`src/rtl/ifetch_sram_bridge.sv`:
```
// Instruction-side bridge: turns the fetch-stage PC into a single-beat SRAM-like read
// and hands the returned word back to fetch, tolerating redirects and misaligned PCs.
module ifetch_sram_bridge #(
  parameter bit          KSEG_MAP = 1'b1,
  parameter logic [31:0] NOP_WORD = 32'h0000_0000
) (
  input  logic        clk,
  input  logic        resetn,
  input  logic [31:0] pc,
  input  logic        pc_req,
  input  logic        stall,
  input  logic        flush,
  output logic        inst_req,
  output logic        inst_wr,
  output logic [1:0]  inst_size,
  output logic [31:0] inst_addr,
  output logic [31:0] inst_wdata,
  input  logic        inst_addr_ok,
  input  logic        inst_data_ok,
  input  logic [31:0] inst_rdata,
  output logic [31:0] instr,
  output logic        i_data_ok,
  output logic        addr_err
);

  localparam int unsigned XLEN = 32;

  typedef enum logic [2:0] {
    S_IDLE = 3'd0,
    S_REQ  = 3'd1,
    S_WAIT = 3'd2,
    S_DONE = 3'd3,
    S_DROP = 3'd4
  } state_e;

  state_e            state_q, state_d;
  logic              kill_q, kill_d;
  logic              inst_req_q, inst_req_d;
  logic [XLEN-1:0]   inst_addr_q, inst_addr_d;
  logic [XLEN-1:0]   instr_q, instr_d;
  logic              i_data_ok_q, i_data_ok_d;
  logic              addr_err_q, addr_err_d;
  logic              misaligned_c;
  logic              killed_c;

  // kseg0/kseg1 fold onto the low 512 MiB of physical space
  function automatic logic [XLEN-1:0] map_addr(input logic [XLEN-1:0] va);
    if (KSEG_MAP && (va[31:30] == 2'b10)) begin
      return {3'b000, va[28:0]};
    end
    return va;
  endfunction

  assign misaligned_c = (pc[1:0] != 2'b00);
  assign killed_c     = kill_q | flush;

  // State and registered outputs
  always_ff @(posedge clk or negedge resetn) begin
    if (!resetn) begin
      state_q     <= S_IDLE;
      kill_q      <= 1'b0;
      inst_req_q  <= 1'b0;
      inst_addr_q <= '0;
      instr_q     <= NOP_WORD;
      i_data_ok_q <= 1'b0;
      addr_err_q  <= 1'b0;
    end else begin
      state_q     <= state_d;
      kill_q      <= kill_d;
      inst_req_q  <= inst_req_d;
      inst_addr_q <= inst_addr_d;
      instr_q     <= instr_d;
      i_data_ok_q <= i_data_ok_d;
      addr_err_q  <= addr_err_d;
    end
  end

  // Next state; a flush during REQ is remembered because the request cannot be withdrawn
  always_comb begin
    state_d = state_q;
    kill_d  = 1'b0;
    unique case (state_q)
      S_IDLE: begin
        if (pc_req && !flush) begin
          state_d = misaligned_c ? S_DONE : S_REQ;
        end
      end
      S_REQ: begin
        kill_d = killed_c;
        if (inst_addr_ok) begin
          kill_d = 1'b0;
          if (killed_c) begin
            state_d = inst_data_ok ? S_IDLE : S_DROP;
          end else begin
            state_d = inst_data_ok ? S_DONE : S_WAIT;
          end
        end
      end
      S_WAIT: begin
        if (inst_data_ok) begin
          state_d = flush ? S_IDLE : S_DONE;
        end else if (flush) begin
          state_d = S_DROP;
        end
      end
      S_DONE: begin
        if (flush || !stall) begin
          state_d = S_IDLE;
        end
      end
      S_DROP: begin
        if (inst_data_ok) begin
          state_d = S_IDLE;
        end
      end
      default: state_d = S_IDLE;
    endcase
  end

  // Output next-values derived from the transition being taken
  always_comb begin
    inst_req_d  = (state_d == S_REQ);
    i_data_ok_d = (state_d == S_DONE);
    inst_addr_d = inst_addr_q;
    instr_d     = instr_q;
    addr_err_d  = addr_err_q;
    if (state_q == S_IDLE && state_d == S_REQ) begin
      inst_addr_d = map_addr(pc);
      addr_err_d  = 1'b0;
    end
    if (state_q == S_IDLE && state_d == S_DONE) begin
      instr_d    = NOP_WORD;
      addr_err_d = 1'b1;
    end
    if ((state_q == S_REQ || state_q == S_WAIT) && state_d == S_DONE) begin
      instr_d    = inst_rdata;
      addr_err_d = 1'b0;
    end
  end

  assign inst_req   = inst_req_q;
  assign inst_wr    = 1'b0;
  assign inst_size  = 2'b10;
  assign inst_addr  = inst_addr_q;
  assign inst_wdata = '0;
  assign instr      = instr_q;
  assign i_data_ok  = i_data_ok_q;
  assign addr_err   = addr_err_q;

endmodule

```
`config.mk`:
```
export PLATFORM = sky130hd
export DESIGN_NAME = ifetch_sram_bridge
export DESIGN_NICKNAME = d
export VERILOG_FILES = /design/src/rtl/ifetch_sram_bridge.sv
export SDC_FILE = /design/constraint.sdc
export NUM_CORES = 1
export LEC_CHECK = 0
export ABC_CLOCK_PERIOD_IN_PS = 2700
export BUFFER_PORTS_ARGS = -buffer_cell sky130_fd_sc_hd__buf_2
export CAP_MARGIN = 20
export CORE_UTILIZATION = 46
export CTS_CLUSTER_SIZE = 30
export DETAILED_ROUTE_END_ITERATION = 8
export GPL_ROUTABILITY_DRIVEN = 1
export GPL_TIMING_DRIVEN = 0
export MAX_ROUTING_LAYER = met4
export PLACE_DENSITY = 0.86
export SETUP_SLACK_MARGIN = 0.02
export SLEW_MARGIN = 10
export SYNTH_ARGS = -nofsm -noshare
export SYNTH_HDL_FRONTEND = slang
export SYNTH_SLANG_ARGS = --single-unit
```
`constraint.sdc`:
```
create_clock -name clk -period 2.7 [get_ports clk]
set_clock_uncertainty 0.05 [all_clocks]
set_input_delay 0.405 -clock clk [delete_from_list [all_inputs] [get_ports clk]]
set_output_delay 0.405 -clock clk [all_outputs]
set_load 0.01 [all_outputs]
```
==> results.yml, run 1 <==
grt:
  grt_pass1_vias: 2522
  grt_use_total_pct: 19.6
  antenna_found_initial: 0
  grt_max_degree: 49
  grt-ovfl-total: 0
  grt_pass1_wl_mm: 11.2
setup_path:
  worstSetupEndpointType: "flop"
  worstPathMaxFanout: 10
  ff2ff_path_depth: 7
  worstPathRequired_ps: 2870
  r2r_slack_ps: 570
  critPathSlowestCell: "dfrtp_1"
  slowest_delay_ps: 380
  r2r_end: "inst_addr[14]"
  crit_chain: "buf_4 -> nor2_1 -> a221o_1 -> and4_4 -> buf_6 -> buf_6 -> mux2_4"
  crit_top_cell: "buf_6"
  reg2reg_from: "state_q[0]"
  crit_type: "flop to flop"
  cp-startpoint: "state_q[0]"
  start_kind: "flop"
  crit_arrival_ps: 2300
finish:
  multi_input_area_um2: 1240
  antenna_cells: 0
  nFillCells: 563
  synthToLayoutAreaGrowth_pct: 34.1
  register_area_um2: 1780
  drive_gt1_share_pct: 47.6
  final_core_util_pct: 65.3
  nNetsFinal: 543
floorplan:
  core-area_um2: 6980
  die-area_um2: 7740
  start_util_pct: 48.7
  fp-row-count: 30
  die_h_um: 88.0
  die_w_um: 88.0
  num_io_pins: 173
pwr:
  p_leak_nw: 2.81
  power.density_nw_per_um2: 909
  fin_total_pwr_mw: 4.15
  peakVddDrop_mv: 0.454
yosys:
  synthCells: 289
  yosys_most_used_dff: "dfrtp_1"
  synthTopCellsByArea: "dfrtp_1 (52%), mux2_4 (11%), mux2i_1 (10%)"
  yosys-top-cells-count: "dfrtp_1 (71), inv_1 (37), buf_4 (36), nand2_1 (36), mux2i_1 (34)"
  synth_seq_cells: 71
  synth_top_cell_by_area: "dfrtp_1"
  synth-async-reset-ratio_pct: 100
  ys_types: 30
  ys_warn_count: 0
  synth_edf_count: 0
  synth_seq_area_share_pct: 52.2
  synth_top_area_share_pct: 52.2
  postSynthAreaPerCell_um2: 11.8
  synth_area_um2: 3400
  yosysMostFrequentCell: "dfrtp_1"
min_path:
  min-delay-start: "inst_data_ok"
  hold_class: "primary input to flop"
  worst_hold_path.endpoint: "state_q[2]"
  hold_depth: 2
cts:
  cts_buffer_depth: 2
  clk_pin_slew_ps: 80
  clkSinkCount: 71
  cts_resized: 0
  clk_latency_ps: 330
  cts_buffers: 9
  root_buffer: "clkbuf_8"
  htreeDepth: 3
  cts_tree: "yes"
  ctsHoldBuffers: 1
  post-cts-setup-buffers: 0
timing:
  worst_slack_ps: 566
  rsz0062_at_grt: "false"
  max_freq_mhz: 469
  finalMaxSlewViolations: 0
  setup_viol: 0
  whs_ps: 207
  post-route-period-util_pct: 79.0
  finalCriticalPeriod_ps: 2130
  finalSetupTns_ps: 0
  hold_violations: 0
placement:
  dp_slack_ps: 607
  portBuffers: 137
  hpwl_mm: 5.63
  routabilityCongestion: 0.862
job:
  maxCapViolCount: 0
detailed_routing:
  drt-pass1-iter-count: 5
  drc: 0
  via_per_inst: 4.47
  drtIter0Drc: 88
  routed_wirelength_mm: 7.33
  drtAntennaViolNets: 0
  vias: 2562
  routedWlPerCell_um: 12.8
outcome:
  status: "finished, final reports clean"
layout by cell type, fill, tap and decap left out, types with 2 or more instances in the layout:
cell type   count
buf_4          37
nor2_1          5
mux2_4         26
inv_1          37
mux2i_1        34
clkbuf_1        5
nand2_1        36
conb_1         35
dfrtp_1        71
buf_6           7
mux2_2          2
a21oi_1         3
clkbuf_8        9
clkinvlp_4      2
o21bai_1        2
o21ai_0         5
nor2b_1         3
buf_2         138
and3_1          2
sequential cells by signal (all words and copies together) (netlist names):
signal and flops:
state_q 3, inst_addr 32, addr_err 1, i_data_ok 1
kill_q 1, inst_req 1, instr 32
report_power, final:
| group | internal (mW) | total, mW | switching, mW |
|---|---|---|---|
| Clock | 0.427 | 0.816 | 0.388 |
| Combinational | 0.863 | 1.65 | 0.791 |
| Sequential | 1.47 | 1.68 | 0.204 |
kinds of logic (layout without fill, tap and decap cells):
kind of cell | count (synthesis) | in the layout | synth area share, %
AOI/OAI and AO/OA | 16 | 16 | 3.09
DFF | 71 | 71 | 52.2
and+or+nand+nor | 53 | 53 | 7.32
muxes | 62 | 62 | 22.1
other | 2 | 35 | 0.221
buffers and inverters | 85 | 240 | 15.0
final cells by class:
cell class | count | area share (%)
timing repair buffer | 139 | 15.9
tap | 96 | 2.63
buffer | 48 | 8.12
multi-input combinational | 166 | 27.2
clock buffer | 11 | 2.88
sequential | 71 | 39.0
clock inverter | 5 | 1.29
inverter | 37 | 3.05
worst max path at each step:
stage	endpoint	slack, ps
floorplan	inst_addr[10]	820
global placement	inst_addr[18]	630
detailed placement	instr[7]	610
CTS	inst_addr[14]	600
global route	inst_addr[14]	500
finish	inst_addr[14]	570
metrics by stage:
stage | cells | cell area, um2
6_report | 573 | 4560
4_1_cts | 573 | 4560
2_1_floorplan | 322 | 3520
3_3_place_gp | 555 | 4330
3_5_place_dp | 556 | 4360
5_1_grt | 573 | 4560
per-layer routing:
layer / part of all wire, % / wire, um / up-vias / track usage [%]
met5: 0 / 0 / - / -
li1: - / - / 1225 / -
met1: 39 / 2860 / 1195 / 20.4
met3: 8.7 / 640 / 10 / 6.31
met4: 1.4 / 100 / 0 / 7.30
met2: 51 / 3720 / 132 / 34.4
critical path, delay by kind of cell, from the launching register on:
| kind | cells | cell delay [ps] |
|---|---|---|
| buffers and inverters | 3 | 470 |
| multiplexers | 1 | 330 |
| AND/OR/NAND/NOR | 2 | 530 |
| AO/OA/AOI/OAI | 1 | 260 |
| flip-flops | 1 | 380 |
(Power assumes the default switching activity.)
==> run 2, diff against run 1 <==
--- a/config.mk
+++ b/config.mk
@@ -5,16 +5,17 @@
 export SDC_FILE = /design/constraint.sdc
 export NUM_CORES = 1
 export LEC_CHECK = 0
-export ABC_CLOCK_PERIOD_IN_PS = 2700
+export ABC_AREA = 1
+export ABC_CLOCK_PERIOD_IN_PS = 2200
 export BUFFER_PORTS_ARGS = -buffer_cell sky130_fd_sc_hd__buf_2
 export CAP_MARGIN = 20
-export CORE_UTILIZATION = 46
+export CORE_UTILIZATION = 45
 export CTS_CLUSTER_SIZE = 30
 export DETAILED_ROUTE_END_ITERATION = 8
 export GPL_ROUTABILITY_DRIVEN = 1
 export GPL_TIMING_DRIVEN = 0
 export MAX_ROUTING_LAYER = met4
-export PLACE_DENSITY = 0.86
+export PLACE_DENSITY = 0.85
 export SETUP_SLACK_MARGIN = 0.02
 export SLEW_MARGIN = 10
 export SYNTH_ARGS = -nofsm -noshare
==> constraint.sdc (replaced) <==
create_clock -name clk -period 2.2 [get_ports clk]
set_clock_uncertainty 0.05 [all_clocks]
set_input_delay 0.33 -clock clk [delete_from_list [all_inputs] [get_ports clk]]
set_output_delay 0.33 -clock clk [all_outputs]
set_load 0.01 [all_outputs]
==> run 2 against run 1 <==
Design area shrank 0.44%. Combinational power grew 66%. Die area increased by 0.71%. Fmax rose by 18%. Sequential share of layout area rose by 0.17 points. Via count grew 25%. Global-route usage increased by 2.9 points. Worst hold slack worse by 78 ps. Worst setup slack worse by 180 ps. Core utilization down 2.4 points. Register-to-register slack lost 180 ps. Critical endpoint is now addr_err.
==> results.yml, run 2 <==
yosys:
  synth_top_area_share_pct: 53.0
  postSynthAreaPerCell_um2: 8.79
  yosys_most_used_dff: "dfrtp_1"
  synth_seq_area_share_pct: 53.0
  ys_warn_count: 0
  synthTopCellsByArea: "dfrtp_1 (53%), nand2_1 (12%), nand4_1 (12%)"
  yosysMostFrequentCell: "nand2_1"
  synth_top_cell_by_area: "dfrtp_1"
  yosys-top-cells-count: "nand2_1 (108), dfrtp_1 (71), nand4_1 (62)"
  synth-async-reset-ratio_pct: 100
  synthCells: 381
  ys_types: 22
  synth_seq_cells: 71
  synth_edf_count: 0
  synth_area_um2: 3350
finish:
  layout.cells.most_common: "buf_2"
  nNetsFinal: 635
  synthToLayoutAreaGrowth_pct: 35.5
  antenna_cells: 0
  mostFrequentLayoutCells: "buf_2 (151), nand2_1 (108), dfrtp_1 (71)"
  drive_gt1_share_pct: 38.3
grt:
  grt_pass1_vias: 2859
  grt_pass1_wl_mm: 13.1
  grt-ovfl-total: 0
  grt_use_total_pct: 22.5
  grt_max_degree: 42
  antenna_found_initial: 0
setup_path:
  r2r_slack_ps: 390
  worstPathMaxFanout: 10
  crit_chain: "nor2_2 -> nand3_1 -> nand2_1 -> nand2_1 -> nand2_2 -> nand3_2 -> buf_2 -> nand3_1 -> nand2_1"
  r2r_end: "addr_err"
  critPathSlowestCell: "dfrtp_1"
  worstPathRequired_ps: 2350
  reg2reg_from: "state_q[2]"
  crit_type: "flop to flop"
  setup.worst_path.end: "addr_err"
  cp-startpoint: "state_q[2]"
  crit_top_cell: "nand2_1"
  crit_arrival_ps: 1970
  ff2ff_path_depth: 9
  start_kind: "flop"
  worstSetupEndpointType: "flop"
  slowest_delay_ps: 420
detailed_routing:
  routed_wirelength_mm: 8.60
  drtAntennaViolNets: 0
  via_per_inst: 4.79
  vias: 3202
  drtIter0Drc: 130
  drc: 0
  drt-pass1-iter-count: 4
  routedWlPerCell_um: 12.9
pwr:
  p_sw_share_pct: 42.0
  clkPwrFrac_pct: 19.1
  power.density_nw_per_um2: 1340
  peakVddDrop_mv: 0.554
  fin_total_pwr_mw: 6.06
  switching_power_mw: 2.54
  p_leak_nw: 2.76
  power_frac_seq_pct: 35.6
  pwr-share-comb_pct: 45.2
  intPower_mw: 3.52
cts:
  htreeDepth: 3
  cts_buffer_depth: 2
  cts_resized: 0
  post-cts-setup-buffers: 0
  clkSinkCount: 71
  clk_pin_slew_ps: 70
  ctsHoldBuffers: 1
  cts_buffers: 9
  clk_latency_ps: 330
  cts_tree: "yes"
  root_buffer: "clkbuf_8"
floorplan:
  die-area_um2: 7800
  die_w_um: 88.3
  num_io_pins: 173
  core-area_um2: 7210
  die_h_um: 88.3
  fp-row-count: 31
  start_util_pct: 46.4
timing:
  finalMaxSlewViolations: 0
  finalCriticalPeriod_ps: 1810
  finalSetupTns_ps: 0
  whs_ps: 129
  rsz0062_at_grt: "false"
  setup_viol: 0
  hold_violations: 0
  post-route-period-util_pct: 82.4
  max_freq_mhz: 552
min_path:
  hold_class: "primary input to flop"
placement:
  hpwl_mm: 6.53
  routabilityCongestion: 0.819
  portBuffers: 137
job:
  maxCapViolCount: 0
outcome:
  status: "finished, final reports clean"
## run 2: power groups by stage
stage | Clock [mW] | Sequential [mW] | Combinational, mW
2_1_floorplan | 0 | 2.42 | 1.44
5_1_grt | 1.23 | 2.23 | 3.09
3_5_place_dp | 0 | 2.18 | 2.77
4_1_cts | 1.18 | 2.16 | 2.77
3_3_place_gp | 0 | 2.15 | 2.68
6_report | 1.16 | 2.16 | 2.74
## run 2: per-stage QoR
stage / setup slack [ps] / area (um2) / cells / utilization [%]
detailed placement: 375 / 4310 / 651 / 59.7
global route: 248 / 4540 / 668 / 62.9
floorplan: 651 / 3470 / 414 / -
global placement: 408 / 4280 / 650 / 59.4
CTS: 373 / 4540 / 668 / 62.9
finish: 387 / 4540 / 668 / 62.9
## run 2: cell type report
| class | instances | area, um2 |
|---|---|---|
| Buffer | 63 | 402 |
| Clock buffer | 13 | 159 |
| Clock inverter | 3 | 65.1 |
| Fill cell | 646 | 2670 |
| Inverter | 16 | 60.1 |
| Multi-Input combinational cell | 264 | 1240 |
| Sequential cell | 71 | 1780 |
| Tap cell | 99 | 124 |
| Timing Repair Buffer | 139 | 718 |
## run 2: how the worst min path moves through the flow
| stage | start | end | slack, ps | cells after the start |
|---|---|---|---|---|
| 5_1_grt | inst_data_ok | state_q[2] | 110 | 2 |
| 6_report | inst_data_ok | state_q[2] | 130 | 2 |
| 3_5_place_dp | resetn | inst_addr[0] | 240 | 1 |
| 3_3_place_gp | inst_addr[14] | inst_addr[14] | 400 | 2 |
| 2_1_floorplan | resetn | addr_err | -20 | 0 |
| 4_1_cts | inst_data_ok | state_q[2] | 110 | 2 |
## run 2: worst max-delay path: cells and delay by family, from the launching register on
kind,cells,cell delay [ps]
simple gates,8,1000
flops,1,420
buf+inv,1,220
## run 2: kinds of logic after synthesis
family / count (synthesis) / synth area share, %
buf+inv: 79 / 13.8
simple gates: 224 / 32.2
flops: 71 / 53.0
other cells: 2 / 0.224
compound gates: 5 / 0.821
## run 2: routing by layer
| metal | wire length [um] | GRT usage, % | vias up |
|---|---|---|---|
| li1 | - | - | 1572 |
| met1 | 3600 | 26.9 | 1500 |
| met2 | 4370 | 38.5 | 120 |
| met3 | 517 | 4.29 | 10 |
| met4 | 107 | 7.33 | 0 |
| met5 | 0 | - | - |
